## config.mk

```make
export PLATFORM = sky130hd
export DESIGN_NAME = ifu_prefetch_buf
export DESIGN_NICKNAME = d
export VERILOG_FILES = /design/src/rtl/ifu_prefetch_buf.sv
export SDC_FILE = /design/constraint.sdc
export NUM_CORES = 1
export LEC_CHECK = 0
export CORE_AREA = 2 2 159 161
export DETAILED_ROUTE_END_ITERATION = 8
export DIE_AREA = 0 0 161 163
export DONT_BUFFER_PORTS = 1
export PLACE_DENSITY_LB_ADDON = 0.12
export SLEW_MARGIN = 5
export SYNTH_ARGS = -nofsm -noshare
export SYNTH_HDL_FRONTEND = slang
export SYNTH_SLANG_ARGS = --single-unit
```

## constraint.sdc

```tcl
create_clock -name clk_i -period 4.3 [get_ports clk_i]
set_input_delay 0.215 -clock clk_i [delete_from_list [all_inputs] [get_ports clk_i]]
set_output_delay 0.215 -clock clk_i [all_outputs]
set_load 0.02 [all_outputs]
```

## src/rtl/ifu_prefetch_buf.sv

```systemverilog
// Instruction prefetch buffer: issues sequential word fetches on a req/gnt/rvalid
// bus, tracks in-flight requests and queues {pc, word} pairs for decode.
module ifu_prefetch_buf #(
    parameter int unsigned DEPTH           = 4,
    parameter int unsigned MAX_OUTSTANDING = 2,
    parameter logic [31:0] BOOT_ADDR       = 32'h0000_0000
) (
    input  logic        clk_i,
    input  logic        rst_ni,

    input  logic        flush_i,
    input  logic [31:0] flush_addr_i,

    output logic        instr_valid_o,
    input  logic        instr_ready_i,
    output logic [31:0] instr_data_o,
    output logic [31:0] instr_addr_o,

    output logic        mem_req_o,
    output logic [31:0] mem_addr_o,
    input  logic        mem_gnt_i,
    input  logic        mem_rvalid_i,
    input  logic [31:0] mem_rdata_i,

    output logic        busy_o
);

    localparam int unsigned PTR_W = (DEPTH > 1) ? $clog2(DEPTH) : 1;
    localparam int unsigned CNT_W = $clog2(DEPTH) + 1;

    localparam logic [CNT_W-1:0] DEPTH_CNT   = CNT_W'(DEPTH);
    localparam logic [CNT_W-1:0] MAX_OUT_CNT = CNT_W'(MAX_OUTSTANDING);
    localparam logic [CNT_W:0]   DEPTH_OCC   = (CNT_W + 1)'(DEPTH);

    logic [31:0]      fetch_pc_q;
    logic [31:0]      rsp_pc_q;
    logic [CNT_W-1:0] outstanding_q;
    logic [CNT_W-1:0] discard_q;
    logic [CNT_W-1:0] count_q;
    logic [PTR_W-1:0] wr_ptr_q;
    logic [PTR_W-1:0] rd_ptr_q;

    logic [31:0] data_mem [DEPTH];
    logic [31:0] addr_mem [DEPTH];

    logic [31:0]      flush_pc;
    logic [CNT_W:0]   occupancy;
    logic [CNT_W-1:0] inflight_after_rsp;
    logic             grant;
    logic             drop;
    logic             push;
    logic             pop;
    logic             unused_flush_bits;

    assign unused_flush_bits = ^flush_addr_i[1:0];

    // NOTE: every signal here is assigned unconditionally on each pass, so no latch is inferred.
    always_comb begin
        flush_pc  = {flush_addr_i[31:2], 2'b00};
        occupancy = {1'b0, count_q} + {1'b0, outstanding_q};

        // Each outstanding request owns a FIFO slot, so the response can always be pushed.
        mem_req_o = rst_ni && !flush_i
                    && (occupancy < DEPTH_OCC)
                    && (outstanding_q < MAX_OUT_CNT);
        grant     = mem_req_o && mem_gnt_i;

        drop = mem_rvalid_i && (flush_i || (discard_q != '0));
        push = mem_rvalid_i && !drop;

        instr_valid_o = (count_q != '0) && !flush_i;
        pop           = instr_valid_o && instr_ready_i;

        inflight_after_rsp = outstanding_q - CNT_W'(mem_rvalid_i);
    end

    assign mem_addr_o   = fetch_pc_q;
    assign instr_data_o = data_mem[rd_ptr_q];
    assign instr_addr_o = addr_mem[rd_ptr_q];
    assign busy_o       = (outstanding_q != '0);

    // NOTE: state registers use non-blocking assignments so all of them sample pre-edge values.
    always_ff @(posedge clk_i or negedge rst_ni) begin
        if (!rst_ni) begin
            fetch_pc_q    <= BOOT_ADDR;
            rsp_pc_q      <= BOOT_ADDR;
            outstanding_q <= '0;
            discard_q     <= '0;
            count_q       <= '0;
            wr_ptr_q      <= '0;
            rd_ptr_q      <= '0;
        end else if (flush_i) begin
            // No grant can happen here, so whatever is still in flight after this
            // cycle's response is stale and must be discarded.
            fetch_pc_q    <= flush_pc;
            rsp_pc_q      <= flush_pc;
            outstanding_q <= inflight_after_rsp;
            discard_q     <= inflight_after_rsp;
            count_q       <= '0;
            wr_ptr_q      <= '0;
            rd_ptr_q      <= '0;
        end else begin
            if (grant) begin
                fetch_pc_q <= fetch_pc_q + 32'd4;
            end
            outstanding_q <= outstanding_q + CNT_W'(grant) - CNT_W'(mem_rvalid_i);

            if (drop) begin
                discard_q <= discard_q - 1'b1;
            end

            if (push) begin
                rsp_pc_q <= rsp_pc_q + 32'd4;
                wr_ptr_q <= wr_ptr_q + 1'b1;
            end
            if (pop) begin
                rd_ptr_q <= rd_ptr_q + 1'b1;
            end
            count_q <= count_q + CNT_W'(push) - CNT_W'(pop);
        end
    end

    // NOTE: the entries carry no reset; count_q alone decides which of them are valid.
    always_ff @(posedge clk_i) begin
        if (push) begin
            data_mem[wr_ptr_q] <= mem_rdata_i;
            addr_mem[wr_ptr_q] <= rsp_pc_q;
        end
    end

    a_no_push_when_full: assert property (
        @(posedge clk_i) disable iff (!rst_ni)
        !(push && (count_q == DEPTH_CNT)));

    a_no_orphan_rvalid: assert property (
        @(posedge clk_i) disable iff (!rst_ni)
        !(mem_rvalid_i && (outstanding_q == '0)));

    a_req_held_until_gnt: assert property (
        @(posedge clk_i) disable iff (!rst_ni)
        (mem_req_o && !mem_gnt_i) |=> (flush_i || (mem_req_o && $stable(mem_addr_o))));

endmodule

```

# After elaboration in Yosys (flattened, before gate mapping)
# Memory sizes are Yosys's and may differ from the RTL's.
# Index checks and enable logic that the tools add are counted.
[totals] reg_bits=77 mem_bits_rw=256 inputBits=70 output_inout_bits=99 wordCells=54 mem_count=2
[mem_list] name="addr_mem" words=4 word_bits=32 rd=1 rd_clocked_by_memory_dff=0 wr=1 line_no="44" source="logic [31:0] addr_mem [DEPTH];"
[mem_list] name="data_mem" words=4 word_bits=32 rd=1 rd_clocked_by_memory_dff=0 wr=1 line_no="43" source="logic [31:0] data_mem [DEPTH];"
[op_classes] n_addsub=11 order_cmp=2 n_mux=14 reduce_logical=18
[op_table] cell="$mux W32" count=4
[op_table] cell="$add A32 B3 Y32 const B" count=2
[op_table] cell="$mux W3" count=4
[op_table] cell="$reduce_bool A3 Y1" count=3
[op_table] cell="$sub A3 B1 Y3" count=3
[op_table] cell="$logic_and A1 B1 Y1" count=8
[op_table] cell="$mux W2" count=4
[op_table] cell="$reduce_bool A2 Y1" count=4
[op_table] cell="$add A3 B1 Y3" count=2
[op_table] cell="$add A2 B1 Y2 const B" count=2
[op_table] cell="$add A3 B3 Y4" count=1
[op_table] cell="$lt A4 B3 Y1 const B" count=1
[op_table] cell="$lt A3 B2 Y1 const B" count=1
[op_table] cell="$sub A3 B1 Y3 const B" count=1
[op_table] cell="$logic_not A1 Y1" count=2
[op_table] cell="$mux W1" count=2
[op_table] cell="$logic_or A1 B1 Y1" count=1

# Depth between registers and ports, before layout
[depth] ltp_word=8 ltp_mapped=14 ltp_nobuf=12

# Worst setup path after synthesis
# No wires, ideal clock.
[synth_path] path_type="flip-flop to flip-flop" start="reg discard_q[0]" end="mem addr_mem[0][10] (enable)" setup_ns=0.427 arrival_ns=2.684 required_ns=3.873 slack_ns=1.190 path_stages_with_launch=7 path_buffers=2 period_less_slack_ns=3.110 path_cell_list="dfrtp_1 inv_1 ha_1 and3b_1 clkbuf_1 buf_2 and3_1"
[synth_via] elab_chain_cells=7
[synth_lines] item="from (decl)" line_no="38" source="logic [CNT_W-1:0] discard_q;"
[synth_lines] item="from (signal assigned)" line_no="98" source="discard_q <= inflight_after_rsp;"
[synth_lines] item="from (signal assigned)" line_no="109" source="discard_q <= discard_q - 1'b1;"
[synth_lines] item="$reduce_bool A3 Y1" line_no="68" source="drop = mem_rvalid_i && (flush_i || (discard_q != '0));"
[synth_lines] item="$logic_or A1 B1 Y1" line_no="68"
[synth_lines] item="$logic_and A1 B1 Y1" line_no="68"
[synth_lines] item="$logic_not A1 Y1" line_no="69" source="push = mem_rvalid_i && !drop;"
[synth_lines] item="$logic_and A1 B1 Y1" line_no="69"
[synth_lines] item="$mux W1" line_no="125" source="if (push) begin"
[synth_lines] item="$mux W1 (implied by the code)" line_no="127" source="addr_mem[wr_ptr_q] <= rsp_pc_q;"
[synth_lines] item="to (decl)" line_no="44"
# No other way between the ends.

# Final worst setup path
[layout_path] start="reg outstanding_q[1]" end="reg outstanding_q[2]"
[layout_via] elab_chain_cells=8 elab_cells_between_ends=10 cone_classes="4 x add/sub; 2 x order compare; 1 x mux; 3 x reduce/logical"
[layout_lines] item="from (decl)" line_no="37" source="logic [CNT_W-1:0] outstanding_q;"
[layout_lines] item="from (signal assigned)" line_no="97" source="outstanding_q <= inflight_after_rsp;"
[layout_lines] item="from (signal assigned)" line_no="106" source="outstanding_q <= outstanding_q + CNT_W'(grant) - CNT_W'(mem_rvalid_i);"
[layout_lines] item="$add A3 B3 Y4" line_no="60" source="occupancy = {1'b0, count_q} + {1'b0, outstanding_q};"
[layout_lines] item="$lt A4 B3 Y1" line_no="64" source="&& (occupancy < DEPTH_OCC)"
[layout_lines] item="$logic_and A1 B1 Y1" line_no="64"
[layout_lines] item="$logic_and A1 B1 Y1" line_no="65" source="&& (outstanding_q < MAX_OUT_CNT);"
[layout_lines] item="$logic_and A1 B1 Y1" line_no="66" source="grant = mem_req_o && mem_gnt_i;"
[layout_lines] item="$add A3 B1 Y3" line_no="106"
[layout_lines] item="$sub A3 B1 Y3" line_no="106"
[layout_lines] item="$mux W3 (*)" line_no="92" source="end else if (flush_i) begin"
# Mark *: on every way between the ends. The rest lies on a longest branch, timed or not.
# A chain may end at the register's enable or synchronous reset.

==> summary.txt <==
Final layout
  • Filler instances: 1807
  • Most frequent cells in the layout: edfxtp_1, dfrtp_1, dlygate4sd3_1
  • Area Growth Syn to Fin: 15.5%
  • Layout Nets: 961
  • Core Util, Final: 0.623
  • Cell area after layout: 15400 sq um
  • Most common cell after layout, fill and taps aside: edfxtp_1
  • Post-Layout Cell Count: 1227
  • Share of post-route cells with drive strength above 1: 0.166

Flow run
  • Maxcap violations: 0

Worst setup path
  • Maximum fanout along the worst path: 27
  • Crit path DAT: 3340 ps
  • Critical path class: register to register
  • R2r endpoint: outstanding_q[2]
  • Setup crit start: outstanding_q[1]
  • Worst r2r path cells: 12
  • Crit end category: register
  • R2R setup slack: 1380 ps
  • Origin of the critical flop-to-flop path: outstanding_q[1]
  • Req. time, crit path: 4720 ps
  • Worst Setup Start Kind: register

Placement
  • Post-place instance area: 13600 sq um
  • Post-placement cell count: 1101
  • RD Place Congestion: 0.812
  • Port bufs: 0
  • Detailed Place HPWL: 16.8 mm

Clocking
  • Clk buf depth: 3
  • TritonCTS clock tree: yes
  • Post-CTS Setup Bufs: 0
  • H-tree levels: 2
  • Clock Sinks: 321
  • Worst-path clk slew: 60 ps
  • CTS Buf Count: 34
  • Post-CTS Resized: 0
  • Clock Tree Root: clkbuf_16
  • CTS Hold Buffers Added: 65
  • Clock Latency Late Sink: 510 ps

GRT
  • First-pass GRT wire length: 42.6 mm
  • Remaining Overflow, GRT: 0
  • Largest net degree at the start of global routing: 74
  • GRT Resource Usage Total: 0.212
  • Initial antenna violation count: 2
  • Number of global-route vias before repair: 7530

Power and ir drop
  • Switching part of the total: 0.275
  • Sw power: 2.17 mW
  • Clock share of power: 0.349
  • Gate power share: 0.165
  • VDD IR max: 0.336 mV
  • Total power: 7.88 mW
  • Part of the power in registers: 0.485
  • Int Pwr: 5.72 mW
  • Pwr dens: 513 nW/um^2
  • Leakage dissipation: 5.15 nW

Timing
  • Slew Limit Fails: 0
  • Endpoints failing hold: 0
  • Final period utilization: 0.678
  • Final setup vio count: 0
  • TNS Setup: 0 ps
  • Min cycle time layout: 2920 ps
  • Fmax: 343 MHz
  • Slew margin rel.: 0.355
  • RSZ-0062 raised after global routing: false
  • Slew @ Worst Pin: 968 ps
  • Worst Skew: 15.2 ps

Detailed routing
  • Routed vias/inst: 5.92
  • DRC: 0
  • Detailed Route Iter0 Violations: 485
  • Drt pass-1 iters: 4
  • WL/cell: 22.3 microns
  • DR vias: 7268
  • Post-Route WL: 27.4 mm
  • Antenna Nets Post-Route: 0

Yosys
  • Synth Cell Area: 13300 sq um
  • Avg Cell Area, Syn: 16.6 sq um
  • Async set-reset flop share out of synthesis: 0.227
  • Synth cell types: 59
  • Count of state elements after synthesis: 321
  • Prevailing post-synth register cell: edfxtp_1
  • Dominant cell type by area after synthesis: edfxtp_1
  • Top cell type's share of synthesized area: 0.560
  • Gate Count Post-Synth: 800
  • Seq/Total Area, Yosys: 0.697
  • EDFF count, synth: 248
  • Yosys Warn Count: 0
  • Synth top area cells: edfxtp_1, dfrtp_1, mux4_2

Die
  • Core area: 24700 sq um
  • Top-Level Pins: 169
  • Die width: 161 microns
  • DIE AREA: 26200 sq um
  • FP Rows: 58
  • Die Y: 163 microns
  • Starting Density: 0.539

Worst hold path
  • Worst Hold Path Cells: 4
  • HP Start: mem_rvalid_i
  • HP Class: primary input to register
  • Hold path endpoint: discard_q[0]

Run status
  • Status: finished clean
[metal layers]
metal	GRT usage	wire length [microns]	vias to the layer above
met5	0	0	-
met4	0.0540	504	0
met3	0.0555	2130	44
met2	0.338	12800	290
met1	0.295	11900	3683
li1	-	-	3251
[synth_stat cells (5+ instances only)]
cell,count
edfxtp_1,248
dfrtp_1,73
mux4_2,62
nand2_1,48
nand3_1,30
nor2_1,30
o21ai_0,30
xnor2_1,29
inv_1,23
ha_1,17
buf_2,15
clkbuf_1,15
xor2_1,15
nand4_1,14
nor3_1,13
a21oi_1,12
mux2_2,10
o311ai_0,10
and3_1,8
a31oi_1,7
and4_1,7
o211ai_1,7
a21boi_0,5
buf_4,5
nand2b_1,5
o21ai_1,5
or3_1,5
[critical path: stages (launching register included)]
cell and delay [ps]:
dfrtp_1 380, inv_1 150, ha_1 170, and4bb_1 230, and4_1 190, buf_4 220, inv_2 230, ha_1 350
inv_1 40, ha_1 180, fa_1 380, xor2_1 160, o21ai_0 150
[flip-flops by register name, indices dropped and copies added, names as in the netlist]
name and count:
discard_q 3, count_q 3, rd_ptr_q 2, data_mem 128
addr_mem 120, outstanding_q 3, rsp_pc_q 30, mem_addr_o 30
wr_ptr_q 2
[metrics by stage]
step | hold WS (ps) | worst slack (ps)
3_3_place_gp | -78.4 | 1490
3_5_place_dp | -78.9 | 1390
6_report | 50.7 | 1380
5_1_grt | 41.1 | 1160
4_1_cts | 40.7 | 1370
2_1_floorplan | -80.6 | 1190
[how the worst max path moves through the flow]
stage                             to  slack (ps)  cells past startpoint
detailed placement  outstanding_q[2]        1390                     12
global route        outstanding_q[2]        1160                     12
finish              outstanding_q[2]        1380                     12
CTS                 outstanding_q[2]        1370                     12
floorplan            addr_mem[0][10]        1190                      6
global placement    outstanding_q[2]        1490                     11
[layout make-up]
type | count | area [sq um] | area share
sequential | 321 | 9280 | 0.604
multi-input combinational | 417 | 3760 | 0.245
clock buffer | 44 | 910 | 0.0592
timing repair buffer | 74 | 778 | 0.0506
tap | 330 | 413 | 0.0269
clock inverter | 16 | 136 | 0.00887
inverter | 24 | 90.1 | 0.00586
antenna | 1 | 2.50 | 0.000163
[logic make-up (layout without fill, tap and decap cells)]
group,after synthesis,count (layout),share of synthesized area
and+or+nand+nor,192,192,0.0785
DFF,321,321,0.697
buffers and inverters,65,158,0.0223
adders and majority gates,19,19,0.0190
other,1,5,0.000282
muxes,74,74,0.115
AOI/OAI and AO/OA,84,84,0.0394
xor gates and xnor gates,44,44,0.0290
[power groups by stage]
stage                     sequential [mW]  clock, mW  combinational (mW)
after floorplan                      3.74          0                1.12
after global placement               3.88          0                1.19
after detailed placement             3.89          0                1.23
after CTS                            3.83       2.82                1.32
after global routing                 3.87       2.95                1.40
final                                3.83       2.75                1.30
Power figures use the tool's default switching activity.
